File: src/rtl/seven_seg_pkg.sv
// Shared definitions for the seven-segment display capture block.
// Holds the active-low segment patterns (bit6=a .. bit0=g), the blank pattern and the
// capture FSM state type. No ports.
package seven_seg_pkg;

    localparam logic [6:0] SEG_0     = 7'b0000001;
    localparam logic [6:0] SEG_1     = 7'b1001111;
    localparam logic [6:0] SEG_2     = 7'b0010010;
    localparam logic [6:0] SEG_3     = 7'b0000110;
    localparam logic [6:0] SEG_4     = 7'b1001100;
    localparam logic [6:0] SEG_5     = 7'b0100100;
    localparam logic [6:0] SEG_6     = 7'b0100000;
    localparam logic [6:0] SEG_7     = 7'b0001111;
    localparam logic [6:0] SEG_8     = 7'b0000000;
    localparam logic [6:0] SEG_9     = 7'b0000100;
    localparam logic [6:0] SEG_A     = 7'b0001000;
    localparam logic [6:0] SEG_B     = 7'b1100000;
    localparam logic [6:0] SEG_C     = 7'b0110001;
    localparam logic [6:0] SEG_D     = 7'b1000010;
    localparam logic [6:0] SEG_DASH  = 7'b1111110;
    localparam logic [6:0] SEG_BLANK = 7'b1111111;

    typedef enum logic [1:0] {
        IDLE,
        SETTLE,
        SAMPLED
    } state_e;

endpackage

File: src/rtl/seven_seg_capture_if.sv
// Bus between a multiplexed seven-segment driver and the capture block.
//   an, segments         : display lines (active-low), driven by the master side
//   out_digits, out_dash : recovered frame, out_valid pulses on update
//   out_err              : frame contained an unknown pattern (only with SEVEN_SEG_CAPTURE_ERR_EN)
// Modports: master = display side / consumer, slave = capture block.
interface seven_seg_capture_if #(
    parameter int unsigned NUM_DIGITS = 4
);
    logic [NUM_DIGITS-1:0]   an;
    logic [6:0]              segments;
    logic [4*NUM_DIGITS-1:0] out_digits;
    logic [NUM_DIGITS-1:0]   out_dash;
    logic                    out_valid;
`ifdef SEVEN_SEG_CAPTURE_ERR_EN
    logic                    out_err;
`endif

    modport master (
        output an, segments,
`ifdef SEVEN_SEG_CAPTURE_ERR_EN
        input  out_err,
`endif
        input  out_digits, out_dash, out_valid
    );

    modport slave (
        input  an, segments,
`ifdef SEVEN_SEG_CAPTURE_ERR_EN
        output out_err,
`endif
        output out_digits, out_dash, out_valid
    );
endinterface

File: src/rtl/seven_seg_decode.sv
// Combinational seven-segment pattern decoder.
//   segments : active-low pattern (bit6=a .. bit0=g)
//   code     : recovered hex code (0 for unknown patterns)
//   dash     : pattern was the dash (code reads F)
//   known    : pattern is in the table
module seven_seg_decode
    import seven_seg_pkg::*;
(
    input  logic [6:0] segments,
    output logic [3:0] code,
    output logic       dash,
    output logic       known
);
    always_comb begin
        code  = 4'h0;
        dash  = 1'b0;
        known = 1'b1;
        case (segments)
            SEG_0:    code = 4'h0;
            SEG_1:    code = 4'h1;
            SEG_2:    code = 4'h2;
            SEG_3:    code = 4'h3;
            SEG_4:    code = 4'h4;
            SEG_5:    code = 4'h5;
            SEG_6:    code = 4'h6;
            SEG_7:    code = 4'h7;
            SEG_8:    code = 4'h8;
            SEG_9:    code = 4'h9;
            SEG_A:    code = 4'hA;
            SEG_B:    code = 4'hB;
            SEG_C:    code = 4'hC;
            SEG_D:    code = 4'hD;
            SEG_DASH: begin
                code = 4'hF;
                dash = 1'b1;
            end
            default:  known = 1'b0;
        endcase
    end
endmodule

File: src/rtl/seven_seg_capture.sv
// Recovers the digits shown on a multiplexed seven-segment display.
// Each digit is sampled once its enable and pattern have been stable long enough; when every
// digit position has been captured the frame is published with a one-cycle out_valid pulse.
//   clk, rst : clock, asynchronous active-high reset
//   bus      : seven_seg_capture_if slave (an/segments in, out_* out)
// Optional: define SEVEN_SEG_CAPTURE_ERR_EN to capture unknown patterns as code 0 and flag
// the frame on out_err; otherwise unknown patterns are skipped.
module seven_seg_capture
    import seven_seg_pkg::*;
#(
    parameter int unsigned NUM_DIGITS    = 4,
    parameter int unsigned STABLE_CYCLES = 8
) (
    input  logic                clk,
    input  logic                rst,
    seven_seg_capture_if.slave  bus
);
    localparam int unsigned           IdxW       = (NUM_DIGITS > 1) ? $clog2(NUM_DIGITS) : 1;
    localparam logic [7:0]            StableMax  = 8'(STABLE_CYCLES);
    localparam logic [7:0]            StableLast = 8'(STABLE_CYCLES - 1);
    localparam logic [NUM_DIGITS-1:0] OneLsb     = NUM_DIGITS'(1);

    logic [NUM_DIGITS-1:0]   an_q, an_prev_q;
    logic [6:0]              seg_q, seg_prev_q;
    logic [7:0]              cnt_q, cnt_d;
    state_e                  state_q, state_d;
    logic [NUM_DIGITS-1:0]   captured_q, captured_d;
    logic [4*NUM_DIGITS-1:0] slot_code_q, slot_code_d;
    logic [NUM_DIGITS-1:0]   slot_dash_q, slot_dash_d;
    logic [4*NUM_DIGITS-1:0] out_digits_q, out_digits_d;
    logic [NUM_DIGITS-1:0]   out_dash_q, out_dash_d;
    logic                    out_valid_q, out_valid_d;
`ifdef SEVEN_SEG_CAPTURE_ERR_EN
    logic                    err_acc_q, err_acc_d;
    logic                    out_err_q, out_err_d;
`endif

    logic                  changed, an_ok, capture, capture_ok, frame_done;
    logic [NUM_DIGITS-1:0] sel;
    logic [IdxW-1:0]       idx;
    logic [3:0]            dec_code;
    logic                  dec_dash, dec_known;

    seven_seg_decode u_decode (
        .segments (seg_q),
        .code     (dec_code),
        .dash     (dec_dash),
        .known    (dec_known)
    );

    always_comb begin
        changed = (an_q != an_prev_q) || (seg_q != seg_prev_q);
        sel     = ~an_q;
        an_ok   = (sel != '0) && ((sel & (sel - OneLsb)) == '0);
        idx     = '0;
        for (int i = 0; i < int'(NUM_DIGITS); i++) begin
            if (sel[i]) idx = IdxW'(i);
        end
    end

    // Stability counter; held at 0 while the enables are not a single active digit.
    always_comb begin
        cnt_d = cnt_q;
        if (changed || !an_ok) begin
            cnt_d = '0;
        end else if (cnt_q < StableMax) begin
            cnt_d = cnt_q + 8'd1;
        end
    end

    always_comb begin
        state_d = state_q;
        capture = 1'b0;
        case (state_q)
            IDLE: if (changed) state_d = SETTLE;
            SETTLE: begin
                if (!an_ok) begin
                    state_d = IDLE;
                end else if (!changed && cnt_q == StableLast) begin
                    state_d = SAMPLED;
                    capture = 1'b1;
                end
            end
            SAMPLED: if (changed) state_d = SETTLE;
            default: state_d = IDLE;
        endcase
    end

    always_comb begin
`ifdef SEVEN_SEG_CAPTURE_ERR_EN
        capture_ok = capture;
`else
        capture_ok = capture && dec_known;
`endif
        frame_done   = &captured_q;
        slot_code_d  = slot_code_q;
        slot_dash_d  = slot_dash_q;
        // A capture in the completing cycle belongs to the next frame, so clear before set.
        captured_d   = frame_done ? '0 : captured_q;
        if (capture_ok) begin
            captured_d[idx]               = 1'b1;
            slot_code_d[{idx, 2'b00} +: 4] = dec_code;
            slot_dash_d[idx]              = dec_dash;
        end
        out_valid_d  = frame_done;
        out_digits_d = frame_done ? slot_code_q : out_digits_q;
        out_dash_d   = frame_done ? slot_dash_q : out_dash_q;
`ifdef SEVEN_SEG_CAPTURE_ERR_EN
        err_acc_d    = frame_done ? 1'b0 : err_acc_q;
        if (capture && !dec_known) err_acc_d = 1'b1;
        out_err_d    = frame_done ? err_acc_q : out_err_q;
`endif
    end

    always_ff @(posedge clk or posedge rst) begin
        if (rst) begin
            an_q         <= '1;
            an_prev_q    <= '1;
            seg_q        <= SEG_BLANK;
            seg_prev_q   <= SEG_BLANK;
            cnt_q        <= '0;
            state_q      <= IDLE;
            captured_q   <= '0;
            slot_code_q  <= '0;
            slot_dash_q  <= '0;
            out_digits_q <= '0;
            out_dash_q   <= '0;
            out_valid_q  <= 1'b0;
`ifdef SEVEN_SEG_CAPTURE_ERR_EN
            err_acc_q    <= 1'b0;
            out_err_q    <= 1'b0;
`endif
        end else begin
            an_q         <= bus.an;
            an_prev_q    <= an_q;
            seg_q        <= bus.segments;
            seg_prev_q   <= seg_q;
            cnt_q        <= cnt_d;
            state_q      <= state_d;
            captured_q   <= captured_d;
            slot_code_q  <= slot_code_d;
            slot_dash_q  <= slot_dash_d;
            out_digits_q <= out_digits_d;
            out_dash_q   <= out_dash_d;
            out_valid_q  <= out_valid_d;
`ifdef SEVEN_SEG_CAPTURE_ERR_EN
            err_acc_q    <= err_acc_d;
            out_err_q    <= out_err_d;
`endif
        end
    end

    assign bus.out_digits = out_digits_q;
    assign bus.out_dash   = out_dash_q;
    assign bus.out_valid  = out_valid_q;
`ifdef SEVEN_SEG_CAPTURE_ERR_EN
    assign bus.out_err    = out_err_q;
`endif
endmodule

File: src/flat_wrapper.sv
// flat-port wrapper written by rule: the top's interface ports become plain ports
module seven_seg_capture_flat import seven_seg_pkg::*;
#(
    parameter int unsigned NUM_DIGITS    = 4,
    parameter int unsigned STABLE_CYCLES = 8
)
  (clk, rst, bus_an, bus_segments, bus_out_digits, bus_out_dash, bus_out_valid);
  seven_seg_capture_if #(.NUM_DIGITS(NUM_DIGITS)) bus_i ();
  input  logic clk;
  input  logic rst;
  input wire logic [$bits(bus_i.an)-1:0] bus_an;
  input wire logic [$bits(bus_i.segments)-1:0] bus_segments;
  output wire logic [$bits(bus_i.out_digits)-1:0] bus_out_digits;
  output wire logic [$bits(bus_i.out_dash)-1:0] bus_out_dash;
  output wire logic [$bits(bus_i.out_valid)-1:0] bus_out_valid;
  assign bus_i.an = bus_an;
  assign bus_i.segments = bus_segments;
  assign bus_out_digits = bus_i.out_digits;
  assign bus_out_dash = bus_i.out_dash;
  assign bus_out_valid = bus_i.out_valid;
  seven_seg_capture #(.NUM_DIGITS(NUM_DIGITS), .STABLE_CYCLES(STABLE_CYCLES)) u_core (.clk(clk), .rst(rst), .bus(bus_i));
endmodule
File: config.mk
export PLATFORM = sky130hd
export DESIGN_NAME = seven_seg_capture_flat
export DESIGN_NICKNAME = d
export VERILOG_FILES = /design/src/rtl/seven_seg_pkg.sv /design/src/rtl/seven_seg_capture_if.sv /design/src/rtl/seven_seg_decode.sv /design/src/rtl/seven_seg_capture.sv /design/src/flat_wrapper.sv
export SDC_FILE = /design/constraint.sdc
export NUM_CORES = 1
export LEC_CHECK = 0
export BUFFER_PORTS_ARGS = -buffer_cell sky130_fd_sc_hd__buf_2
export CAP_MARGIN = 20
export CORE_ASPECT_RATIO = 1.25
export CORE_MARGIN = 10
export CORE_UTILIZATION = 63
export CTS_CLUSTER_SIZE = 30
export DETAILED_ROUTE_END_ITERATION = 12
export PLACE_DENSITY = 0.92
export SYNTH_ARGS = -nofsm -noshare
export SYNTH_HDL_FRONTEND = slang
export SYNTH_SLANG_ARGS = --single-unit
export TNS_END_PERCENT = 100
File: constraint.sdc
create_clock -name clk -period 6 [get_ports clk]
set_input_delay 0.6 -clock clk [delete_from_list [all_inputs] [get_ports clk]]
set_output_delay 0.6 -clock clk [all_outputs]
set_load 0.01 [all_outputs]
=== Word level (Yosys, flattened, before mapping) ===
Index checks and enable logic that the tools add are counted.

* Register bits: 77
* Bits in latches: 0
* RAM bits: 0
* Memory bits (read-only): 0
* Bits of input ports: 13
* Output and inout port bits: 21
* Logic and storage cells: 82
* Memories kept: 0

* Add/subtract/negate cells: 3
* Multiply operators: 0
* Div/mod/pow operators: 0
* $lt $le $gt $ge: 3
* Equality and inequality tests: 21
* Shift operators: 2
* Multiplexer cells: 21
* Bitwise logic cells: 3
* Reduce and logical (&&, ||, !) cells: 17

{| class="wikitable"
|+ Operator list
! cell !! number
|-
| 4-bit case mux with 14 select lines || 1
|-
| 7-bit equality test, second input constant || 5
|-
| 7-bit by 6-bit equality test with 1-bit output, second input constant || 3
|-
| 16-bit bitwise mux || 1
|-
| 8-bit two-way mux || 2
|-
| 4-bit by 6-bit variable shift with 16-bit output, first input constant || 1
|-
| 4-bit by 6-bit variable part select with 16-bit output || 1
|-
| 15-bit OR reduction || 1
|-
| 7-bit by 3-bit equality test with 1-bit output, second input constant || 2
|-
| 7-bit by 4-bit equality test with 1-bit output, second input constant || 2
|-
| 2-bit two-way mux || 5
|-
| 8-bit by 1-bit adder with 8-bit output, second input constant || 1
|-
| 8-bit by 3-bit equality test with 1-bit output, second input constant || 1
|-
| 8-bit by 4-bit less-than comparator with 1-bit output, second input constant || 1
|-
| 4-bit two-way mux || 2
|-
| 7-bit by 1-bit equality test with 1-bit output, second input constant || 1
|-
| 7-bit by 5-bit equality test with 1-bit output, second input constant || 1
|-
| 7-bit zero test || 1
|-
| 1-bit two-way mux || 7
|-
| 7-bit inequality test || 1
|-
| 4-bit negation with 6-bit output || 1
|-
| 4-bit AND || 1
|-
| 4-bit bitwise mux || 1
|-
| 1-bit logical AND || 4
|-
| other kinds (21) || 23
|}

=== Logic depth before layout (Yosys ltp) ===
* Depth in word-level cells: 10
* Mapped depth: 8

=== By module ===
Synthesis repeated with hierarchy kept, for this count alone.

* Cells, all modules: 323
* Area, all modules: 3433.3 um2

{| class="wikitable"
|+ Modules (own cells, without submodules)
! module !! times used !! cells an instance !! area an instance (um2)
|-
| seven_seg_capture || 1 || 273 || 3096.7
|-
| seven_seg_decode || 1 || 50 || 336.6
|}

=== Worst setup path after synthesis ===
OpenSTA, ideal clock, no wires.

* Kind: reg2reg
* Start point: register u_core.seg_q[1]
* End point: register u_core.slot_code_q[0]
* Library setup time: 80 ps
* Arrival: 2164 ps
* Path slack: 3757 ps
* Stages on the path, launching flop included: 8
* Buffers on the path: 2
* Path through: dfstp_2 clkbuf_1 xor2_1 nor4_2 nand3_4 buf_2 a311oi_4 mux2i_1

* Cells in the longest elaborated chain, start to end: 8

{| class="wikitable"
|+ RTL lines
! what !! RTL line !! source
|-
| start, declared || seven_seg_capture.sv:24 || <nowiki>logic [6:0] seg_q, seg_prev_q;</nowiki>
|-
| start signal, assigned || seven_seg_capture.sv:136 || <nowiki>seg_q <= bus.segments;</nowiki>
|-
| branches (longest 8 deep; another with 4-bit by 6-bit variable part select with 16-bit output) || -- ||
|-
| end signal, assigned || seven_seg_capture.sv:141 || <nowiki>slot_code_q <= slot_code_d;</nowiki>
|-
| end, declared || seven_seg_capture.sv:28 || <nowiki>logic [4*NUM_DIGITS-1:0] slot_code_q, slot_code_d;</nowiki>
|}

Parallel ways; which one is timed is not known.
A chain may end at the register's enable or synchronous reset.

=== Final worst setup path ===
* Start point: register u_core.seg_q[5]
* End point: register u_core.slot_dash_q[0]

* Cells in the longest elaborated chain, start to end: 8

{| class="wikitable"
|+ RTL lines
! what !! RTL line !! source
|-
| 7-bit inequality test || seven_seg_capture.sv:52 || <nowiki>changed = (an_q != an_prev_q) || (seg_q != seg_prev_q);</nowiki>
|-
| 1-bit logical OR || seven_seg_capture.sv:52 ||
|-
| 1-bit zero test || seven_seg_capture.sv:79 || <nowiki>end else if (!changed && cnt_q == StableLast) begin</nowiki>
|-
| 1-bit logical AND || seven_seg_capture.sv:79 ||
|-
| 1-bit two-way mux || seven_seg_capture.sv:79 ||
|-
| 1-bit two-way mux || seven_seg_capture.sv:77 || <nowiki>if (!an_ok) begin</nowiki>
|-
| 1-bit two-way mux || seven_seg_capture.sv:74 || <nowiki>case (state_q)</nowiki>
|-
| 1-bit logical AND || seven_seg_capture.sv:93 || <nowiki>capture_ok = capture && dec_known;</nowiki>
|-
| end signal, assigned || seven_seg_capture.sv:142 || <nowiki>slot_dash_q <= slot_dash_d;</nowiki>
|-
| end, declared || seven_seg_capture.sv:29 || <nowiki>logic [NUM_DIGITS-1:0] slot_dash_q, slot_dash_d;</nowiki>
|}

Parallel ways exist; a longest one is shown, timed or not.

==> results <==
- For the worst setup path, the data required time is 6.28 ns.
- The share of layout cells above drive strength 1 is 23.6%.
- The peak per-stage delay on the critical path is 0.69 ns.
- The global routing stage identified its most utilized layer as met2.
- After the last flow step, the layout net total stands at 385.
- The sequential-to-total area share from yosys stat is 53.0%.
- The power density over cell area is 236 nW/um2.
- The highest attainable clock frequency is 415 MHz.
- Global routing used 15.5% of the available tracks across all layers.
- The count of antenna-violating nets left after detailed routing is 0.
- The post-cts sizing count is 0.
- Setup total negative slack on the finished layout was measured at 0 ns.
- The effective utilization at floorplan is 64.2%.
- Global routing used 24.6% of the available met2 tracks.
- The post-synthesis cell count is 333.
- Measured against its own limit, the worst slew margin works out to 40.1%.
- The largest voltage drop on the vdd net is 0.000165 V.
- The hold slack is 0.341 ns.
- After legalization and detailed placement, the total HPWL measured 4.80 mm.
- After synthesis the netlist holds a flip-flop and latch count of 77.
- The met1 usage in global routing is 18.7%.
- In the routed design, unresolved DRC markers number 0.
- The setup slack after placement is 3.62 ns.
- The routed design could run at a clock period as short as 2.41 ns.
- The final setup violation count is 0.
- TritonCTS created 9 clock buffers.
- The transition time at the pin with the least slew margin is 0.898 ns.
- The clock latency on the worst-skew pair is 0.35 ns.
- In this run the tool buffered the top-level ports with 33 buffer cells.
- The number of different library cells in the post-synthesis netlist is 53.
- The type of the tightest min-delay check is in2reg.
- Setup repair after global routing left no endpoint under its margin.
- Wires add up to 6.74 mm.
- The critical-path maximum fanout is 15.
- 34 I/O pins were placed.
- After layout, the worst setup slack is 3.59 ns.
- The flow ran to the end, and the final reports show no timing, DRC or antenna violations.
- The first global-routing pass estimated 11.5 mm of wire.
- The number of antenna violations at the first check in global routing is 0.
- The cell type with the highest aggregate area in the netlist is sky130_fd_sc_hd__dfrtp_1.
- The number of endpoints with negative hold slack in the final report came to 0.
- The final worst clock skew is 0.00868 ns.
- The final critical-path share of the clock period is 40.1%.
- The number of global-route vias before repair is 2518.
- The most used flip-flop cell after synthesis is sky130_fd_sc_hd__dfrtp_1.
- After clock tree synthesis, the clock-pin slew on the worst setup and hold paths is 0.07 ns.
- The iteration-0 DRC count of the detailed router is 149.
- The proportion of netlist area held by the largest area contributor is 37.3%.
- The tree is rooted in a sky130_fd_sc_hd__clkbuf_8.
- The max-capacitance violation count is 0.
- The vias per cell is 5.88.
- The detail-routed net length per standard cell is 15.5 um.
- The critical path capture point type is a register.
- For this run, asynchronously set or reset flops after synthesis account for 100%.
- Summing over every cut layer, the via total after detailed routing is 2550.
- Post-CTS timing repair inserted 0 buffers for setup.
- In this run the core area contains 31 standard-cell rows.
- The remaining global-route overflow is 0.
- Measured along the y axis, the die boundary spans 106 um.
- The width of the chip is 88.4 um.
- The count of TritonRoute iterations in the first routing pass is 4.
- Relative to the synthesized area, the layout overhead comes to 9.78%.
- The clock tree synthesis step divided the H-tree into 3 levels.
- STA classifies the critical path startpoint as a register.
- The core region area is 5740 um2.
- The global placer's final weighted congestion is 0.790.
- The total of hold buffers inserted after clock tree synthesis is 0.
- Sorting the synthesized cells by area gives the leading types as sky130_fd_sc_hd__dfrtp_1 (37%), sky130_fd_sc_hd__dfstp_2 (16%), sky130_fd_sc_hd__mux2i_1 (5.4%), sky130_fd_sc_hd__o21ai_0 (5.2%), sky130_fd_sc_hd__nand2_1 (3.5%).
- Traced cell by cell, the critical path runs through or4b_1, o41ai_1, a21oi_2, a311oi_1, mux2i_1.
- The cell area after synthesis is 3690 um2.
- After synthesis, the mean cell area works out to 11.1 um2.
- The tree built by TritonCTS fans out to 77 sinks.
- The clock passes through at most 2 buffers.
- The warning count from the yosys run is 0.
- The clock tree from TritonCTS is built.
- By startpoint and endpoint, the worst setup path is classified as reg2reg.
- The critical path's slowest cell is sky130_fd_sc_hd__dfstp_2.
- In this run, synthesis inferred 0 flip-flops with an integrated enable.
- Global routing consumed, on the met3 layer, 3.78% of the routing resources.
- Summed over all cells, the static leakage comes to 1.83 nW.
- The count of final max-slew check failures came to 0.
- Entering global routing, the biggest net connects 78 pins.
- The overall die area is 9330 um2.
- Counting every net in the synthesized netlist gives 355.
- The signal arrival time at the worst endpoint is 2.68 ns.
- 0 antenna diodes ended up in the layout.
cells by family after synthesis:
kind of cell	after synthesis	share of synthesized area, %
and+or+nand+nor	92	14.4
xor gates and xnor gates	15	3.56
adders and majority gates	10	3.33
buffers and inverters	42	4.79
DFF	77	53.0
muxes	20	5.43
AOI/OAI and AO/OA	77	15.5
sequential cells by signal, summed over array words and instances (netlist names):
signal and cells:
u_core.state_q 2, u_core.seg_prev_q 7, u_core.bus.out_dash 4, u_core.an_q 4
u_core.seg_q 7, u_core.bus.out_valid 1, u_core.bus.out_digits 16, u_core.an_prev_q 4
u_core.slot_code_q 16, u_core.slot_dash_q 4, u_core.captured_q 4, u_core.cnt_q 8
cell usage after synthesis, types with 2 or more instances:
master,count
sky130_fd_sc_hd__buf_2,6
sky130_fd_sc_hd__xnor2_1,3
sky130_fd_sc_hd__mux2i_1,20
sky130_fd_sc_hd__and3_1,2
sky130_fd_sc_hd__a21oi_1,4
sky130_fd_sc_hd__dfrtp_1,55
sky130_fd_sc_hd__nand3b_1,2
sky130_fd_sc_hd__nor4_2,2
sky130_fd_sc_hd__nor2_1,14
sky130_fd_sc_hd__nor3b_1,2
sky130_fd_sc_hd__inv_1,26
sky130_fd_sc_hd__nand3_1,2
sky130_fd_sc_hd__nor4_1,3
sky130_fd_sc_hd__a311oi_4,4
sky130_fd_sc_hd__o21a_1,3
sky130_fd_sc_hd__nand2_1,34
sky130_fd_sc_hd__dfstp_2,22
sky130_fd_sc_hd__nand2b_1,4
sky130_fd_sc_hd__and2_1,3
sky130_fd_sc_hd__a21oi_2,2
sky130_fd_sc_hd__or4_1,2
sky130_fd_sc_hd__o21ai_0,38
sky130_fd_sc_hd__ha_1,9
sky130_fd_sc_hd__a311oi_1,4
sky130_fd_sc_hd__and3b_1,3
sky130_fd_sc_hd__a21o_1,5
sky130_fd_sc_hd__xor2_1,12
sky130_fd_sc_hd__o211ai_1,10
sky130_fd_sc_hd__clkbuf_1,8
sky130_fd_sc_hd__nor3_1,4
sky130_fd_sc_hd__nor4bb_1,2
sky130_fd_sc_hd__nand4bb_1,2
cells in the final DEF (no fill, tap or decap), types with 5 or more instances in the layout:
| master | n |
|---|---|
| sky130_fd_sc_hd__a21o_1 | 5 |
| sky130_fd_sc_hd__buf_2 | 33 |
| sky130_fd_sc_hd__clkbuf_8 | 11 |
| sky130_fd_sc_hd__dfrtp_1 | 55 |
| sky130_fd_sc_hd__dfstp_2 | 22 |
| sky130_fd_sc_hd__ha_1 | 9 |
| sky130_fd_sc_hd__inv_1 | 25 |
| sky130_fd_sc_hd__mux2i_1 | 20 |
| sky130_fd_sc_hd__nand2_1 | 34 |
| sky130_fd_sc_hd__nor2_1 | 14 |
| sky130_fd_sc_hd__o211ai_1 | 10 |
| sky130_fd_sc_hd__o21ai_0 | 38 |
| sky130_fd_sc_hd__xor2_1 | 12 |
through the flow:
stage	cells	util (%)	instance area, um2	power (W)
2_1_floorplan	333	-	3690	0.000596
3_3_place_gp	418	67.4	3870	0.000607
3_5_place_dp	418	67.4	3870	0.000611
4_1_cts	434	70.5	4050	0.000962
5_1_grt	434	70.5	4050	0.000992
6_report	434	70.5	4050	0.000954
cell type report:
cell class              count  area (um2)
clock buffers              13         159
clock inverters             3        17.5
repair buffers             35         180
inverters                  26        97.6
fillers                   416        1690
well taps                  66        82.6
flip-flops and latches     77        1950
multi-input cells         214        1560
path summary, 6_finish.rpt:
check	start	slack [ns]	to	cells past startpoint
worst max-delay path	u_core.seg_q[5]	3.59	u_core.slot_dash_q[0]	5
worst min-delay path	bus_segments[3]	0.34	u_core.seg_q[3]	1
worst max register to register	u_core.seg_q[5]	3.59	u_core.slot_dash_q[0]	5
worst min register to register	u_core.an_q[0]	0.39	u_core.an_prev_q[0]	0
max in group asynchronous	rst	4.91	u_core.slot_code_q[7]	3
min in group asynchronous	rst	0.51	u_core.cnt_q[4]	3
per-layer routing:
metal	vias up	routed length (um)
met2	60	3370
met4	0	191
met5	-	0
li1	1222	-
met1	1250	2830
met3	18	349
critical path: cells and delay by family (launching register included):
family	cells	cell delay, ns
simple gates	1	0.49
mux	1	0.23
compound gates	3	0.91
flops	1	0.69
power breakdown:
part           switching, W  internal (W)  total [W]
registers         0.0000156      0.000534   0.000550
clock network      0.000180      0.000173   0.000353
logic             0.0000325     0.0000186  0.0000511
No activity file was read; power rests on OpenSTA's default activity.
